$ cat config.mk
export PLATFORM = sky130hd
export DESIGN_NAME = tone_meter
export DESIGN_NICKNAME = d
export VERILOG_FILES = /design/src/rtl/tone_meter.sv
export SDC_FILE = /design/constraint.sdc
export NUM_CORES = 1
export LEC_CHECK = 0
export CAP_MARGIN = 20
export CORE_UTILIZATION = 58
export CTS_BUF_LIST = sky130_fd_sc_hd__clkbuf_8
export DETAILED_ROUTE_END_ITERATION = 8
export DONT_BUFFER_PORTS = 1
export PLACE_DENSITY_LB_ADDON = 0.1
export SLEW_MARGIN = 30
export SYNTH_ARGS = -nofsm -noshare
export SYNTH_HDL_FRONTEND = slang
export SYNTH_SLANG_ARGS = --single-unit
$ cat constraint.sdc
create_clock -name clk -period 3 [get_ports clk]
set_input_delay 0.6 -clock clk [delete_from_list [all_inputs] [get_ports clk]]
set_output_delay 0.6 -clock clk [all_outputs]
set_load 0.02 [all_outputs]
$ cat src/rtl/tone_meter.sv
// tone_meter: measures the half-period of an external square wave and reports
// it as a tonegen divider value. Writing dat_do to tonegen reproduces the
// measured tone. A value of 0 means silence.
//
// Ports:
//   clk       system clock
//   resetn    asynchronous active-low reset
//   tone_in   external square wave, asynchronous to clk
//   dat_re    read-acknowledge pulse; clears dat_valid and dat_ovr
//   dat_do    latest divider value (0 = silence / no measurement)
//   dat_valid new value not yet acknowledged
//   dat_ovr   a new value overwrote an unacknowledged one
//   locked    at least one accepted measurement since last silence or glitch
module tone_meter #(
  parameter int WIDTH    = 32,
  parameter int MIN_HALF = 4,
  parameter int TIMEOUT  = 16000000
) (
  input  logic             clk,
  input  logic             resetn,
  input  logic             tone_in,
  input  logic             dat_re,
  output logic [WIDTH-1:0] dat_do,
  output logic             dat_valid,
  output logic             dat_ovr,
  output logic             locked
);

  localparam logic [WIDTH-1:0] MIN_H = WIDTH'(MIN_HALF);
  localparam logic [WIDTH-1:0] TMO   = WIDTH'(TIMEOUT);

  typedef enum logic [1:0] {IDLE, ARMED, LOCKED} state_t;

  state_t           state, state_d;
  logic             sync1, sync2, prev;
  logic             tone_edge;
  logic [WIDTH-1:0] cnt, cnt_d;
  logic             cap;
  logic [WIDTH-1:0] cap_val;
  logic             lock_set, lock_clr;

  // Two-flop synchronizer plus one history flop; either polarity is an edge.
  always_ff @(posedge clk or negedge resetn) begin
    if (!resetn) begin
      sync1 <= 1'b0;
      sync2 <= 1'b0;
      prev  <= 1'b0;
    end else begin
      sync1 <= tone_in;
      sync2 <= sync1;
      prev  <= sync2;
    end
  end

  assign tone_edge = sync2 ^ prev;

  // Next-state / capture decode. An edge takes priority over the timeout, so
  // an edge landing exactly at cnt == TIMEOUT is captured as a measurement.
  always_comb begin
    state_d  = state;
    cnt_d    = cnt;
    cap      = 1'b0;
    cap_val  = '0;
    lock_set = 1'b0;
    lock_clr = 1'b0;
    unique case (state)
      IDLE: begin
        if (tone_edge) begin
          state_d = ARMED;
          cnt_d   = WIDTH'(1);
        end
      end
      ARMED, LOCKED: begin
        if (tone_edge) begin
          cnt_d = WIDTH'(1);
          if (cnt >= MIN_H) begin
            // tonegen toggles every divider+2 cycles
            cap      = 1'b1;
            cap_val  = cnt - WIDTH'(2);
            state_d  = LOCKED;
            lock_set = 1'b1;
          end else begin
            state_d  = ARMED;
            lock_clr = 1'b1;
          end
        end else begin
          cnt_d = cnt + WIDTH'(1);
          if (cnt == TMO) begin
            cap      = 1'b1;
            cap_val  = '0;
            state_d  = IDLE;
            lock_clr = 1'b1;
          end
        end
      end
      default: state_d = IDLE;
    endcase
  end

  always_ff @(posedge clk or negedge resetn) begin
    if (!resetn) begin
      state <= IDLE;
      cnt   <= '0;
    end else begin
      state <= state_d;
      cnt   <= cnt_d;
    end
  end

  // Output register. A capture beats a simultaneous read: the read then
  // neither clears the flags nor counts as losing data.
  always_ff @(posedge clk or negedge resetn) begin
    if (!resetn) begin
      dat_do    <= '0;
      dat_valid <= 1'b0;
      dat_ovr   <= 1'b0;
      locked    <= 1'b0;
    end else begin
      if (cap) begin
        dat_do    <= cap_val;
        dat_valid <= 1'b1;
        if (!dat_re && dat_valid) dat_ovr <= 1'b1;
      end else if (dat_re) begin
        dat_valid <= 1'b0;
        dat_ovr   <= 1'b0;
      end
      if (lock_set)      locked <= 1'b1;
      else if (lock_clr) locked <= 1'b0;
    end
  end

endmodule

* Word-level counts from Yosys, hierarchy flattened
Index checks and enable logic that the tools add are counted.
** Word-level totals
- Register bits :: 72
** Operators by class
- Eq/ne operators :: 6
- $lt $le $gt $ge :: 1
- Reduce and logical (&&, ||, !) cells :: 10
- Bitwise operators :: 1
- Add/sub/neg operators :: 2
- Muxes and demuxes :: 26
** Operators with widths (number)
- $mux 32 :: 5
- $pmux 32 s2 :: 1
- $add 32x1->32 const B :: 1
- $eq 32x24->1 const B :: 1
- $ge 32x3->1 const B :: 1
- $sub 32x2->32 const B :: 1
- $mux 1 :: 15
- $mux 2 :: 4
- $reduce_and 2->1 :: 3
- $reduce_bool 2->1 :: 3
- $pmux 2 s2 :: 1
- $ne 3x3->1 const B :: 1
- $eq 2x1->1 const B :: 1
- $eq 2x2->1 const B :: 1
- $logic_not 2->1 :: 1
- $ne 2x1->1 const B :: 1
- $ne 2x2->1 const B :: 1
- $reduce_or 2->1 :: 1
- $logic_and 1x1->1 :: 1
- $logic_not 1->1 :: 1
- $xor 1x1->1 :: 1

* Logic depth before layout (Yosys ltp)
- Depth after elaboration :: 6
- Depth in mapped cells :: 10
- Depth with buffers taken out :: 8

* Worst setup path before layout
Ideal clock, no wire load.
- Path kind :: register to register
- Start :: reg cnt[2]
- End :: reg dat_do[27]
- Cell stages (with the launch flop) :: 11
- Required time :: 2.868 ns
- Period minus slack after synthesis :: 2.281 ns
- Setup slack :: 0.719 ns
- Arrival :: 2.149 ns
- Cells stage by stage :: dfrtp_1 > clkbuf_1 > inv_1 > ha_1 > or4b_1 > nor3_2 > and3_1 > buf_2 > nor3b_2 > xnor2_1 > o21ai_1
** On the way
- Word-level cells in the longest chain between the ends :: 4
- Elaborated cells between the ends (all ways) :: 10
- Classes of those cells :: 1 x add/sub; 1 x order compare; 1 x eq/ne; 7 x mux
** RTL lines
- start: declaration :: line 37 : logic [WIDTH-1:0] cnt, cnt_d;
- start signal: assignment :: line 106 : cnt <= cnt_d;
- $sub 32x2->32, or another cell as far along :: line 79 : cap_val = cnt - WIDTH'(2);
- $mux 32, or another cell as far along :: line 76 : if (cnt >= MIN_H) begin
- $mux 32 or $mux 1 (tied branches) :: line 74 : if (tone_edge) begin
- $mux 32 or $mux 1 (tied branches) :: line 66 : unique case (state)
- end signal: assignment :: line 120 : dat_do <= cap_val;
- end: declaration :: line 23 : output logic [WIDTH-1:0] dat_do,
Parallel ways exist; a longest one is shown, timed or not.
A chain may end at the register's enable or synchronous reset.

* Worst setup path after layout
- Start :: reg cnt[2]
- End :: reg dat_do[29]
The elaborated chain is that of the path after synthesis.

==> flow_metrics.tcl <==
set metrics [dict create \
    outcome "finished, violations left" \
    violations "DRC" \
    core_region_area_um2 6460 \
    cts-root-buf "clkbuf_8" \
    rrSetupSlack_ns 0.44 \
    drtAntennaViolNets 0 \
    cts_buffer_depth 2 \
    nets 415 \
    die_height_um 84.5 \
    synth_top_family_by_area "simple AND/OR/NAND/NOR gates" \
    crit_chain "inv_1 -> ha_1 -> or4b_1 -> nor3_2 -> and3_1 -> nor3b_2 -> xnor2_1 -> o21ai_1" \
    drc 2 \
    port_buffers 0 \
    antenna_cells 0 \
    synth_xor_area_frac 0.115 \
    r2r_start "cnt[2]" \
    synth_edf_count 0 \
    synth_compound_area_frac 0.0973 \
    cp_max_fo 10 \
    max_freq_mhz 391 \
    h-tree-depth 3 \
    hold_viol 0 \
    drt_iter0_drc 229 \
    ys_ff_latch 72 \
    finalWirelength_um 7740 \
    synth_adder_area_share 0.0190 \
    post-dp-hpwl_um 5320 \
    r2r_end "dat_do[29]" \
    antenna_found_initial 0 \
    clk_latency_ns 0.35 \
    rsz0062_at_grt "no" \
    numCtsBuffers 9 \
    worstMarginPinSlew_ns 0.897 \
    seq_area_frac_synth 0.457 \
    finClkSkew_ns 0.00996 \
    vias 2815 \
    p_leak_nw 1.92 \
    syn-cell-area_um2 3950 \
    cts_hold_buf 1 \
    grtUsageTotal 0.243 \
    synth.distinct_cells 46 \
    arrival_ns 2.78 \
    final_cells 484 \
    start_util 0.611 \
    grt_pass1_vias 2736 \
    setup_viol 0 \
    io-pin-count 39 \
    tns_ns 0 \
    cts_tree "built" \
    cts_resized 0 \
    syn2layout_area_growth_pct 2.09 \
    slew_violations 0 \
    min_period_ns 2.56 \
    cp-start-kind "flip-flop" \
    synth_nets 431 \
    yosys_warnings 0 \
    clock_sinks 72 \
    ys.flop_type "dfrtp_1" \
    hold_class "input port to async pin" \
    rows 29 \
    path_class "flip-flop to flip-flop" \
    syn_inst 421 \
    maxCapViolCount 0 \
    clk_pin_slew_worst_paths_ns 0.07 \
    synthMuxAreaShare 0 \
    ff2ff_path_depth 8 \
    dr.pass1.iters 7 \
    syn_avg_cell_area_um2 9.37 \
    timing.final.crit_share 0.853 \
    grt_max_degree 73 \
    die_w_um 84.5 \
    slowest_stage "or4b_1" \
    worst_setup_path_end_kind "flip-flop" \
    grt-ovfl-total 0 \
    routabilityCongestion 0.922 \
    design.die.area_um2 7140 \
    synthSimpleGateAreaFrac 0.241 \
    avgViaCountPerCell 5.82 \
    cellPowerDensity_nw_per_um2 840 \
    post_cts.repair.setup_buffers 0 \
    required_ns 3.22 \
    cp_slowest_stage_delay_ns 0.53 \
    dpl.cell_count 470 \
    grt_pass1_wl_um 13400 \
    drive_gt1_frac 0.0860 \
    max-slew-margin-rel 0.400 \
    wl_per_cell_um 16.0 \
    vdd_ir_drop_max_v 0.000391 \
    async_flop_share 1.00 \
]
## report_power, final
group          switching, W  internal, W  total (W)
Sequential         0.000418      0.00120    0.00162
Clock              0.000326     0.000327   0.000653
Combinational      0.000665     0.000451    0.00112
Total               0.00141      0.00198    0.00339
## Yosys cell counts (all sizes together), types with 3 or more instances
library cell / instances / area share
inv: 11 / 0.010
dfrtp: 72 / 0.46
and3: 6 / 0.0095
xnor2: 20 / 0.044
buf: 12 / 0.025
a31oi: 3 / 0.0048
a21oi: 6 / 0.0076
nor4: 14 / 0.031
or4: 5 / 0.013
ha: 6 / 0.019
nand2: 58 / 0.055
xor2: 32 / 0.071
clkbuf: 21 / 0.036
nor2: 37 / 0.035
and4: 3 / 0.0067
o21ai: 52 / 0.068
nand4: 12 / 0.019
or3: 3 / 0.0048
nand3: 17 / 0.022
nor3: 10 / 0.018
## layout by cell type (no fill, tap or decap), drive strengths merged
cell type / instances
a21bo: 1
a21boi: 1
a21o: 1
a21oi: 6
a31oi: 3
and2: 2
and3: 6
and4: 3
buf: 6
clkbuf: 11
clkinv: 1
dfrtp: 72
ha: 6
inv: 12
nand2: 58
nand2b: 2
nand3: 17
nand3b: 2
nand4: 12
nand4b: 1
nor2: 37
nor2b: 1
nor3: 10
nor3b: 2
nor4: 14
o211ai: 1
o21a: 2
o21ai: 52
o22ai: 1
o2bb2ai: 1
or2: 2
or3: 3
or4: 5
or4b: 1
xnor2: 20
xor2: 32
## metal layers
metal | share of wire | up-vias | GRT usage
met5 | 0 | - | 0
met4 | 0.021 | 0 | 0.0971
met3 | 0.044 | 17 | 0.0511
met2 | 0.47 | 70 | 0.376
met1 | 0.46 | 1334 | 0.335
li1 | - | 1394 | -
## through the flow
step	area (um2)	util	total power, W	hold slack, ns	worst slack [ns]
final	4030	0.624	0.00339	0.126	0.441
after global routing	4030	0.624	0.00364	0.154	0.307
after CTS	4030	0.624	0.00343	0.139	0.438
after detailed placement	3840	0.595	0.00274	0.306	0.438
after global placement	3840	0.595	0.00271	0.306	0.532
after floorplan	3950	-	0.00250	0.304	0.719
## cells by family (layout without fill, tap and decap cells)
group | after synthesis | after routing
AO/OA/AOI/OAI | 69 | 69
AND/OR/NAND/NOR | 178 | 178
XOR/XNOR | 52 | 52
adder cells (fa/ha/maj) | 6 | 6
flip-flops | 72 | 72
buffers and inverters | 44 | 30
## registers in the layout (all words and copies together), names as in the netlist
signal / cells
dat_do: 32
locked: 1
dat_valid: 1
dat_ovr: 1
cnt: 32
prev: 1
sync1: 1
sync2: 1
state: 2
## worst max-delay path: cells and delay by family, from the launching register on
family | cells | cell delay [ns]
compound gates | 1 | 0.08
xor+xnor | 1 | 0.14
fa+ha+maj | 1 | 0.22
buf+inv | 1 | 0.09
flops | 1 | 0.47
simple gates | 4 | 1.43
## layout make-up
| class | count | area [um2] |
|---|---|---|
| Timing Repair Buffer | 6 | 65.1 |
| Clock buffer | 11 | 151 |
| Inverter | 11 | 41.3 |
| Clock inverter | 2 | 8.76 |
| Fill cell | 587 | 2430 |
| Multi-Input combinational cell | 305 | 1860 |
| Sequential cell | 72 | 1800 |
| Tap cell | 77 | 96.3 |
## worst max-delay path by stage
stage | endpoint | slack [ns] | startpoint | cells after the start
after floorplan | dat_do[27] | 0.72 | cnt[2] | 10
after global placement | dat_do[29] | 0.53 | cnt[2] | 8
after detailed placement | dat_do[27] | 0.44 | cnt[2] | 8
after CTS | dat_do[29] | 0.44 | cnt[2] | 8
after global routing | dat_do[27] | 0.31 | cnt[2] | 8
final | dat_do[29] | 0.44 | cnt[2] | 8
(Power assumes the default switching activity.)
